<file path="config.mk">
export PLATFORM = sky130hd
export DESIGN_NAME = top_level
export DESIGN_NICKNAME = d
export VERILOG_FILES = /design/src/rtl/top_level.sv
export SDC_FILE = /design/constraint.sdc
export NUM_CORES = 1
export LEC_CHECK = 0
export ABC_AREA = 1
export CAP_MARGIN = 20
export CORE_AREA = 2 2 39 41
export DETAILED_ROUTE_END_ITERATION = 7
export DIE_AREA = 0 0 41 43
export PLACE_DENSITY = 0.6
export SETUP_SLACK_MARGIN = 0.5
export SLEW_MARGIN = 5
export SYNTH_ARGS = -nofsm -noshare
export SYNTH_HDL_FRONTEND = slang
export SYNTH_HIERARCHICAL = 1
export SYNTH_SLANG_ARGS = --single-unit
</file>
<file path="constraint.sdc">
create_clock -name Clk -period 1.4 [get_ports Clk]
set_clock_uncertainty 0.15 [all_clocks]
set_input_delay 0.21 -clock Clk [delete_from_list [all_inputs] [get_ports Clk]]
set_output_delay 0.21 -clock Clk [all_outputs]
set_load 0.01 [all_outputs]
</file>
<file path="src/rtl/top_level.sv">
// 16x16 unsigned shift-add multiply engine with a private 256x8 data memory
// (DM1) and an 8x8 scratch register file (RF1) used to stage operand bytes.

module top_level_dm #(
  parameter int DATA_W = 8,
  parameter int ADDR_W = 8
) (
  input  logic              clk,
  input  logic              we,
  input  logic [ADDR_W-1:0] waddr,
  input  logic [DATA_W-1:0] wdata,
  input  logic [ADDR_W-1:0] raddr,
  output logic [DATA_W-1:0] rdata
);
  logic [DATA_W-1:0] Core [2**ADDR_W];

  always_ff @(posedge clk) begin
    if (we) Core[waddr] <= wdata;
  end

  assign rdata = Core[raddr];
endmodule

module top_level_rf #(
  parameter int DATA_W = 8
) (
  input  logic              clk,
  input  logic              we,
  input  logic [2:0]        waddr,
  input  logic [DATA_W-1:0] wdata,
  input  logic [2:0]        raddr,
  output logic [DATA_W-1:0] rdata
);
  logic [DATA_W-1:0] Registers [8];

  always_ff @(posedge clk) begin
    if (we) Registers[waddr] <= wdata;
  end

  assign rdata = Registers[raddr];
endmodule

module top_level #(
  parameter int DATA_W = 8,
  parameter int ADDR_W = 8,
  parameter int A_ADDR = 1,
  parameter int B_ADDR = 3,
  parameter int P_ADDR = 5
) (
  input  logic Clk,
  input  logic Reset,
  input  logic Start,
  output logic Ack
);
  localparam int OP_W   = 2 * DATA_W;
  localparam int PROD_W = 4 * DATA_W;
  localparam logic [ADDR_W-1:0] A_BASE = ADDR_W'(A_ADDR);
  localparam logic [ADDR_W-1:0] B_BASE = ADDR_W'(B_ADDR);
  localparam logic [ADDR_W-1:0] P_BASE = ADDR_W'(P_ADDR);

  typedef enum logic [2:0] {IDLE, LOAD, MUL, STORE, DONE} state_t;

  state_t              state_q, state_d;
  logic [3:0]          cnt_q, cnt_d;
  logic                armed_q, armed_d;
  logic                ack_q, ack_d;
  logic [PROD_W-1:0]   acc_q, acc_d;
  logic [PROD_W-1:0]   mcand_q, mcand_d;
  logic [OP_W-1:0]     mplier_q, mplier_d;

  logic                dm_we;
  logic [ADDR_W-1:0]   dm_waddr, dm_raddr;
  logic [DATA_W-1:0]   dm_wdata, dm_rdata;
  logic                rf_we;
  logic [2:0]          rf_waddr, rf_raddr;
  logic [DATA_W-1:0]   rf_rdata;

  top_level_dm #(.DATA_W(DATA_W), .ADDR_W(ADDR_W)) DM1 (
    .clk(Clk), .we(dm_we), .waddr(dm_waddr), .wdata(dm_wdata),
    .raddr(dm_raddr), .rdata(dm_rdata)
  );

  top_level_rf #(.DATA_W(DATA_W)) RF1 (
    .clk(Clk), .we(rf_we), .waddr(rf_waddr), .wdata(dm_rdata),
    .raddr(rf_raddr), .rdata(rf_rdata)
  );

  // LOAD byte k comes from DM and is parked in RF[k]; the operand registers
  // pick up byte k-1 from RF, and the final byte straight from DM.
  assign dm_raddr = (cnt_q[1] ? B_BASE : A_BASE) + ADDR_W'(cnt_q[0]);
  assign rf_we    = (state_q == LOAD);
  assign rf_waddr = {1'b0, cnt_q[1:0]};
  assign rf_raddr = {1'b0, cnt_q[1:0] - 2'd1};

  assign dm_we    = (state_q == STORE);
  assign dm_waddr = P_BASE + ADDR_W'(cnt_q[1:0]);

  always_comb begin
    case (cnt_q[1:0])
      2'd0:    dm_wdata = acc_q[4*DATA_W-1 -: DATA_W];
      2'd1:    dm_wdata = acc_q[3*DATA_W-1 -: DATA_W];
      2'd2:    dm_wdata = acc_q[2*DATA_W-1 -: DATA_W];
      default: dm_wdata = acc_q[DATA_W-1 -: DATA_W];
    endcase
  end

  always_comb begin
    state_d  = state_q;
    cnt_d    = cnt_q;
    armed_d  = armed_q;
    acc_d    = acc_q;
    mcand_d  = mcand_q;
    mplier_d = mplier_q;
    case (state_q)
      IDLE: begin
        if (Start) begin
          armed_d = 1'b1;
        end else if (armed_q) begin
          armed_d  = 1'b0;
          state_d  = LOAD;
          cnt_d    = '0;
          acc_d    = '0;
          mcand_d  = '0;
          mplier_d = '0;
        end
      end
      LOAD: begin
        case (cnt_q[1:0])
          2'd1:    mcand_d[OP_W-1:DATA_W] = rf_rdata;
          2'd2:    mcand_d[DATA_W-1:0]    = rf_rdata;
          2'd3:    mplier_d               = {rf_rdata, dm_rdata};
          default: ;
        endcase
        cnt_d = cnt_q + 4'd1;
        if (cnt_q == 4'd3) begin
          state_d = MUL;
          cnt_d   = '0;
        end
      end
      MUL: begin
        if (mplier_q[0]) acc_d = acc_q + mcand_q;
        mcand_d  = mcand_q << 1;
        mplier_d = mplier_q >> 1;
        cnt_d    = cnt_q + 4'd1;
        if (cnt_q == 4'd15) begin
          state_d = STORE;
          cnt_d   = '0;
        end
      end
      STORE: begin
        cnt_d = cnt_q + 4'd1;
        if (cnt_q == 4'd3) begin
          state_d = DONE;
          cnt_d   = '0;
        end
      end
      DONE: begin
        if (Start) begin
          state_d = IDLE;
          armed_d = 1'b1;
        end
      end
      default: state_d = IDLE;
    endcase
    ack_d = (state_d == DONE);
  end

  always_ff @(posedge Clk or negedge Reset) begin
    if (!Reset) begin
      state_q  <= IDLE;
      cnt_q    <= '0;
      armed_q  <= 1'b0;
      ack_q    <= 1'b0;
      acc_q    <= '0;
      mcand_q  <= '0;
      mplier_q <= '0;
    end else begin
      state_q  <= state_d;
      cnt_q    <= cnt_d;
      armed_q  <= armed_d;
      ack_q    <= ack_d;
      acc_q    <= acc_d;
      mcand_q  <= mcand_d;
      mplier_q <= mplier_d;
    end
  end

  assign Ack = ack_q;
endmodule

</file>
==> metrics, run 1 <==
Leakage 0.3545 nW; Logic pwr share 0.538; Seq/Total Area, Yosys 0.4523; Power Density 2106 nW/um^2; Starting Density 0.3599; Slew @ Worst Pin 0.4273 ns; reg-to-reg endpoint cnt_q[1]; Placed Instances 85; crit path kind reg2reg; Std-Cell Core Area 1384 um^2; nets 85; post-layout instance area 686.9 um^2; RR Startpoint cnt_q[1]; status finished, final reports clean; Final Hold Violating Endpoints 0; depth of the most critical reg-to-reg path 6; Yosys reg bits 9; Worst-Skew Late Latency 0.27 ns; first-pass GRT wire length 1911 um; CTS H-tree depth 1; wire length on met3 30 um; RSZ-0062 raised after global routing true; WL/cell 11.22 um; DP Wirelength 752.9 um; register share of total power 0.318; final worst path period need 1.202 ns; Longest Clk Path Bufs 2; Final Non-Filler Cells 96; post-synthesis area per instance 7.661 um^2; Total Neg Setup Slack 0 ns; post-synthesis cell count 65; initial antenna violation count 0; Ant. Diodes 0; Core Rows 14; Post-DP Area 580.6 um^2; synth warn 6; CTS Sinks 9; relative slew slack 0.7143; commonest non-fill, non-tap cell in the layout nand2_1; drt first pass iters 4; routed wl met2 539 um; Max Fclk 832.0 MHz; I/O pin total 4; Area Overhead vs Synth 37.94%; Final Setup Violations 0; Filler cells 140; Worst Path Arrival 1.26 ns; Via density 4.708; Syn Nets 69; met1 wire length 497 um; largest net degree at the start of global routing 10; CP Capture Type flip-flop; CTS Buf Count 3; vias in the first global route 453; first-iteration detailed-routing DRC count 8; Max Cap Viol 0; Cell variety after synth 16; Hold WC Path Type in2async; GRT overflow 0; DR DRC count 0; R2R Setup Slk 0.20 ns; Internal Dissipation 828.2 uW; IO Port Bufs 3; post-route ant nets 0; WP data required 1.46 ns; CP Launch Type flip-flop; clock slew at reported path FFs 0.06 ns; critical path fanouts, max 3; Mapped Area 498.0 um^2; most frequent cells in the layout nand2_1 (16), buf_4 (8), nand3_1 (7), dfrtp_1 (6), inv_1 (6); Clock Power Share 0.144; die height 43 um; Slew Limit Fails 0; Clk Tree Root Cell clkbuf_4; share of layout cells above drive strength 1 0.3875; Psw 618.4 uW; Final Cycle Share 0.8585; Die ar. 1763 um^2; final wirelength 1077 um; Sw Ratio 0.4275; vias 452; All-Layer GR Usage 0.1694; Top Layer Used met4; GP Congestion 0.7853; Max IR drop VDD 832.2 uV; width of the die 41 um; TritonCTS clock tree built
## cell type report
class / count / area, um^2 / share of cell area
Sequential cell: 9 / 229.0 / 0.3333
Timing Repair Buffer: 11 / 85.08 / 0.1239
Clock buffer: 4 / 26.28 / 0.03825
Multi-Input combinational cell: 46 / 289.0 / 0.4208
Tap cell: 16 / 20.02 / 0.02914
Inverter: 10 / 37.54 / 0.05464
## per-layer routing
layer	global-route usage	vias to the layer above
met3	0.06283	2
met4	0.1000	0
met5	0	-
met1	0.2126	208
li1	-	237
met2	0.2375	5
## state kept, by name, summed over array words and instances (netlist names)
signal   cells
Ack          1
armed_q      1
cnt_q        4
state_q      3
## synthesized netlist by cell type (all sizes together)
master | count | area share
ha | 1 | 0.025
nand4 | 2 | 0.025
dfrtp | 9 | 0.45
o21ai | 5 | 0.058
xor2 | 1 | 0.018
nand3 | 9 | 0.090
nor2 | 6 | 0.060
nand2 | 20 | 0.17
inv | 10 | 0.075
nand3b | 1 | 0.015
o211ai | 1 | 0.015
## worst max-delay path by stage
stage | from | end | slack (ns) | cells after the start
after global placement | Start | cnt_q[1] | 0.08 | 5
final | cnt_q[1] | cnt_q[1] | 0.20 | 6
after floorplan | cnt_q[0] | cnt_q[0] | 0.22 | 5
after global routing | cnt_q[1] | cnt_q[1] | 0.12 | 6
after CTS | cnt_q[1] | cnt_q[1] | 0.19 | 6
after detailed placement | Start | cnt_q[1] | 0.04 | 5
## what timing repair did
action	in CTS	in global routing
gates cloned	0	0
gates resized for setup	8	7
setup endpoints to repair	10	10
pin swaps	4	5
hold buffers	0	0
setup buffers	6	1
## critical path, cell delays in order (launching register included)
cell and delay, ns:
dfrtp_2 0.43, ha_4 0.19, nand2_2 0.08, nor2_4 0.04
o21ai_2 0.12, nand2_1 0.07, nand2_1 0.05
## power by group through the flow
stage | Sequential [mW] | Clock (mW) | Combinational, mW
finish | 0.460 | 0.208 | 0.778
global placement | 0.464 | 0 | 0.585
CTS | 0.461 | 0.212 | 0.712
floorplan | 0.455 | 0 | 0.454
detailed placement | 0.469 | 0 | 0.596
global route | 0.474 | 0.227 | 0.884
## through the flow
stage | power (mW) | hold WS (ns) | setup WS, ns | utilization
after floorplan | 0.9085 | -0.2356 | 0.2247 | -
after global placement | 1.050 | 0.3307 | 0.07627 | 0.4195
after detailed placement | 1.064 | 0.3385 | 0.03592 | 0.4195
after CTS | 1.385 | 0.1058 | 0.1880 | 0.4774
after global routing | 1.584 | 0.1308 | 0.1248 | 0.4964
final | 1.447 | 0.09499 | 0.1981 | 0.4964
## kinds of logic (layout without fill, tap and decap cells)
logic type	after synthesis	in the layout	synth area share
adders and majority gates	1	1	0.02512
and+or+nand+nor	38	38	0.3568
DFF	9	9	0.4523
xor gates and xnor gates	1	1	0.01759
AOI/OAI and AO/OA	6	6	0.07285
buffers and inverters	10	25	0.07536
No activity file was read; power rests on OpenSTA's default activity.
==> run 2: changes to the inputs <==
--- a/config.mk
+++ b/config.mk
@@ -10,7 +10,7 @@
 export CORE_AREA = 2 2 39 41
 export DETAILED_ROUTE_END_ITERATION = 7
 export DIE_AREA = 0 0 41 43
-export PLACE_DENSITY = 0.6
+export PLACE_DENSITY = 0.62
 export SETUP_SLACK_MARGIN = 0.5
 export SLEW_MARGIN = 5
 export SYNTH_ARGS = -nofsm -noshare
==> run 2 against run 1 <==
Hold slack got worse by 0.0039 ns. Clock power barely moved. Via count rose by 3.8%. Non-clock buffer count rose by 2. Sequential share of layout area rose by 0.061 points. Critical path depth did not move. Final cell count rose by 2.1%. Maximum frequency fell by 0.70%. Utilization fell by 0.36 points. Clock-buffer cell count did not move. Combinational power rose by 2%. Flip-flop and latch count did not move.
==> metrics, run 2 (synthesized netlist as in run 1, its figures left out) <==
RSZ-0062 raised after global routing true; WP data required 1.46 ns; CP max-delay cell dfrtp_2; cell mode on critical path nand2_1; Power Density 2132 nW/um^2; Std-Cell Core Area 1384 um^2; Tot Pwr 1.454 mW; Max IR drop VDD 1196 uV; TritonCTS clock tree built; Ant. Diodes 0; CP cell instances ha_4 -> nand2_4 -> nor2_4 -> o21ai_2 -> nand2_1 -> nand2_1; nets 87; GP Congestion 0.7605; largest registers cnt_q: 4 flops, state_q: 3 flops; final worst hold slack 0.09105 ns; max reg flops 4; Core Rows 14; IO Port Bufs 3; CTS H-tree depth 1; I/O pin total 4; status finished, final reports clean; first-pass GRT wire length 1821 um; Hold WC Path Type in2async; Clk Tree Root Cell clkbuf_4; largest reg by FF count cnt_q; share of layout cells above drive strength 1 0.3537; clock slew at reported path FFs 0.06 ns; CP Capture Type flip-flop; drt first pass iters 4; crit path kind reg2reg; Longest Clk Path Bufs 2; GRT overflow 0; Area Overhead vs Synth 36.93%; vias 469; crit path launch cnt_q[1]; Slew Limit Fails 0; critical path fanouts, max 3; post-route ant nets 0; depth of the most critical reg-to-reg path 6; largest net degree at the start of global routing 10; Via density 4.786; most frequent cells in the layout nand2_1 (16), buf_4 (10), nand3_1 (9), dfrtp_1 (7), inv_1 (6); WL/cell 11.36 um; Leakage 0.3688 nW; die height 43 um; CP max stage delay 0.43 ns; Final Non-Filler Cells 98; final wirelength 1113 um; Filler cells 126; Final Setup Violations 0; Worst setup endpoint cnt_q[1]; CTS Buf Count 3; # hold bufs at CTS 0; first-iteration detailed-routing DRC count 3; R2R Setup Slk 0.19 ns; commonest non-fill, non-tap cell in the layout nand2_1; relative slew slack 0.7167; width of the die 41 um; DP Wirelength 777.1 um; vias in the first global route 444; CTS Sinks 9; final worst path period need 1.210 ns; Placed Instances 85; reg-to-reg endpoint cnt_q[1]; Final Cycle Share 0.8645; Total Neg Setup Slack 0 ns; Slew @ Worst Pin 0.4236 ns; initial antenna violation count 0; Final Hold Violating Endpoints 0; CP Launch Type flip-flop; Max Fclk 826.2 MHz; Starting Density 0.3599; Max Cap Viol 0; Die ar. 1763 um^2; Worst-Skew Late Latency 0.27 ns; Worst Path Arrival 1.27 ns; DR DRC count 0; All-Layer GR Usage 0.1596; RR Startpoint cnt_q[1]
## run 2: changes by cell type in the layout (fill, tap and decap cells not counted), sizes merged
cell and delta:
buf +2
## run 2: critical path, delay by kind of cell, from the launching register on
family / cells / cell delay, ns
DFF: 1 / 0.43
AOI/OAI and AO/OA: 1 / 0.14
and+or+nand+nor: 4 / 0.23
adders and majority gates: 1 / 0.19
## run 2: final cells by class
| class | instances | area (um^2) | area share |
|---|---|---|---|
| repair buffers | 13 | 100.1 | 0.1468 |
| inverters | 10 | 37.54 | 0.05505 |
| well taps | 16 | 20.02 | 0.02936 |
| multi-input cells | 46 | 270.3 | 0.3963 |
| flip-flops and latches | 9 | 227.7 | 0.3339 |
| clock buffers | 4 | 26.28 | 0.03853 |
## run 2: timing repair
item,in CTS,in global routing
hold endpoints to repair,0,0
pin swaps,2,3
endpoints found under the setup margin,10,10
setup buffers,5,4
gates resized for setup,6,4
## run 2: stage by stage
stage / utilization / area [um^2] / setup WS [ns]
after floorplan: - / 523.0 / 0.2247
after global placement: 0.4195 / 580.6 / 0.08163
after detailed placement: 0.4195 / 580.6 / 0.07660
after CTS: 0.4711 / 651.9 / 0.1835
after global routing: 0.4928 / 681.9 / 0.1362
final: 0.4928 / 681.9 / 0.1896
## run 2: worst min path at each step
stage	start	end	slack, ns	cells past startpoint
floorplan	Reset	Ack	-0.24	0
global placement	armed_q	armed_q	0.33	2
detailed placement	Reset	cnt_q[1]	0.39	1
CTS	Reset	state_q[0]	0.10	1
global route	Reset	state_q[0]	0.12	1
finish	Reset	cnt_q[3]	0.09	1
## run 2: power breakdown
| group | switching [mW] | leakage (nW) | internal, mW |
|---|---|---|---|
| Clock | 0.0950 | 0.0150 | 0.110 |
| Combinational | 0.425 | 0.241 | 0.365 |
| Sequential | 0.0927 | 0.113 | 0.366 |
| Total | 0.613 | 0.369 | 0.841 |
## run 2: per-layer routing
metal	vias to the layer above	track usage	part of all wire
li1	244	-	-
met1	214	0.2007	0.44
met2	9	0.2188	0.51
met3	2	0.09424	0.048
met4	0	0.06000	0.0072
met5	-	0	0
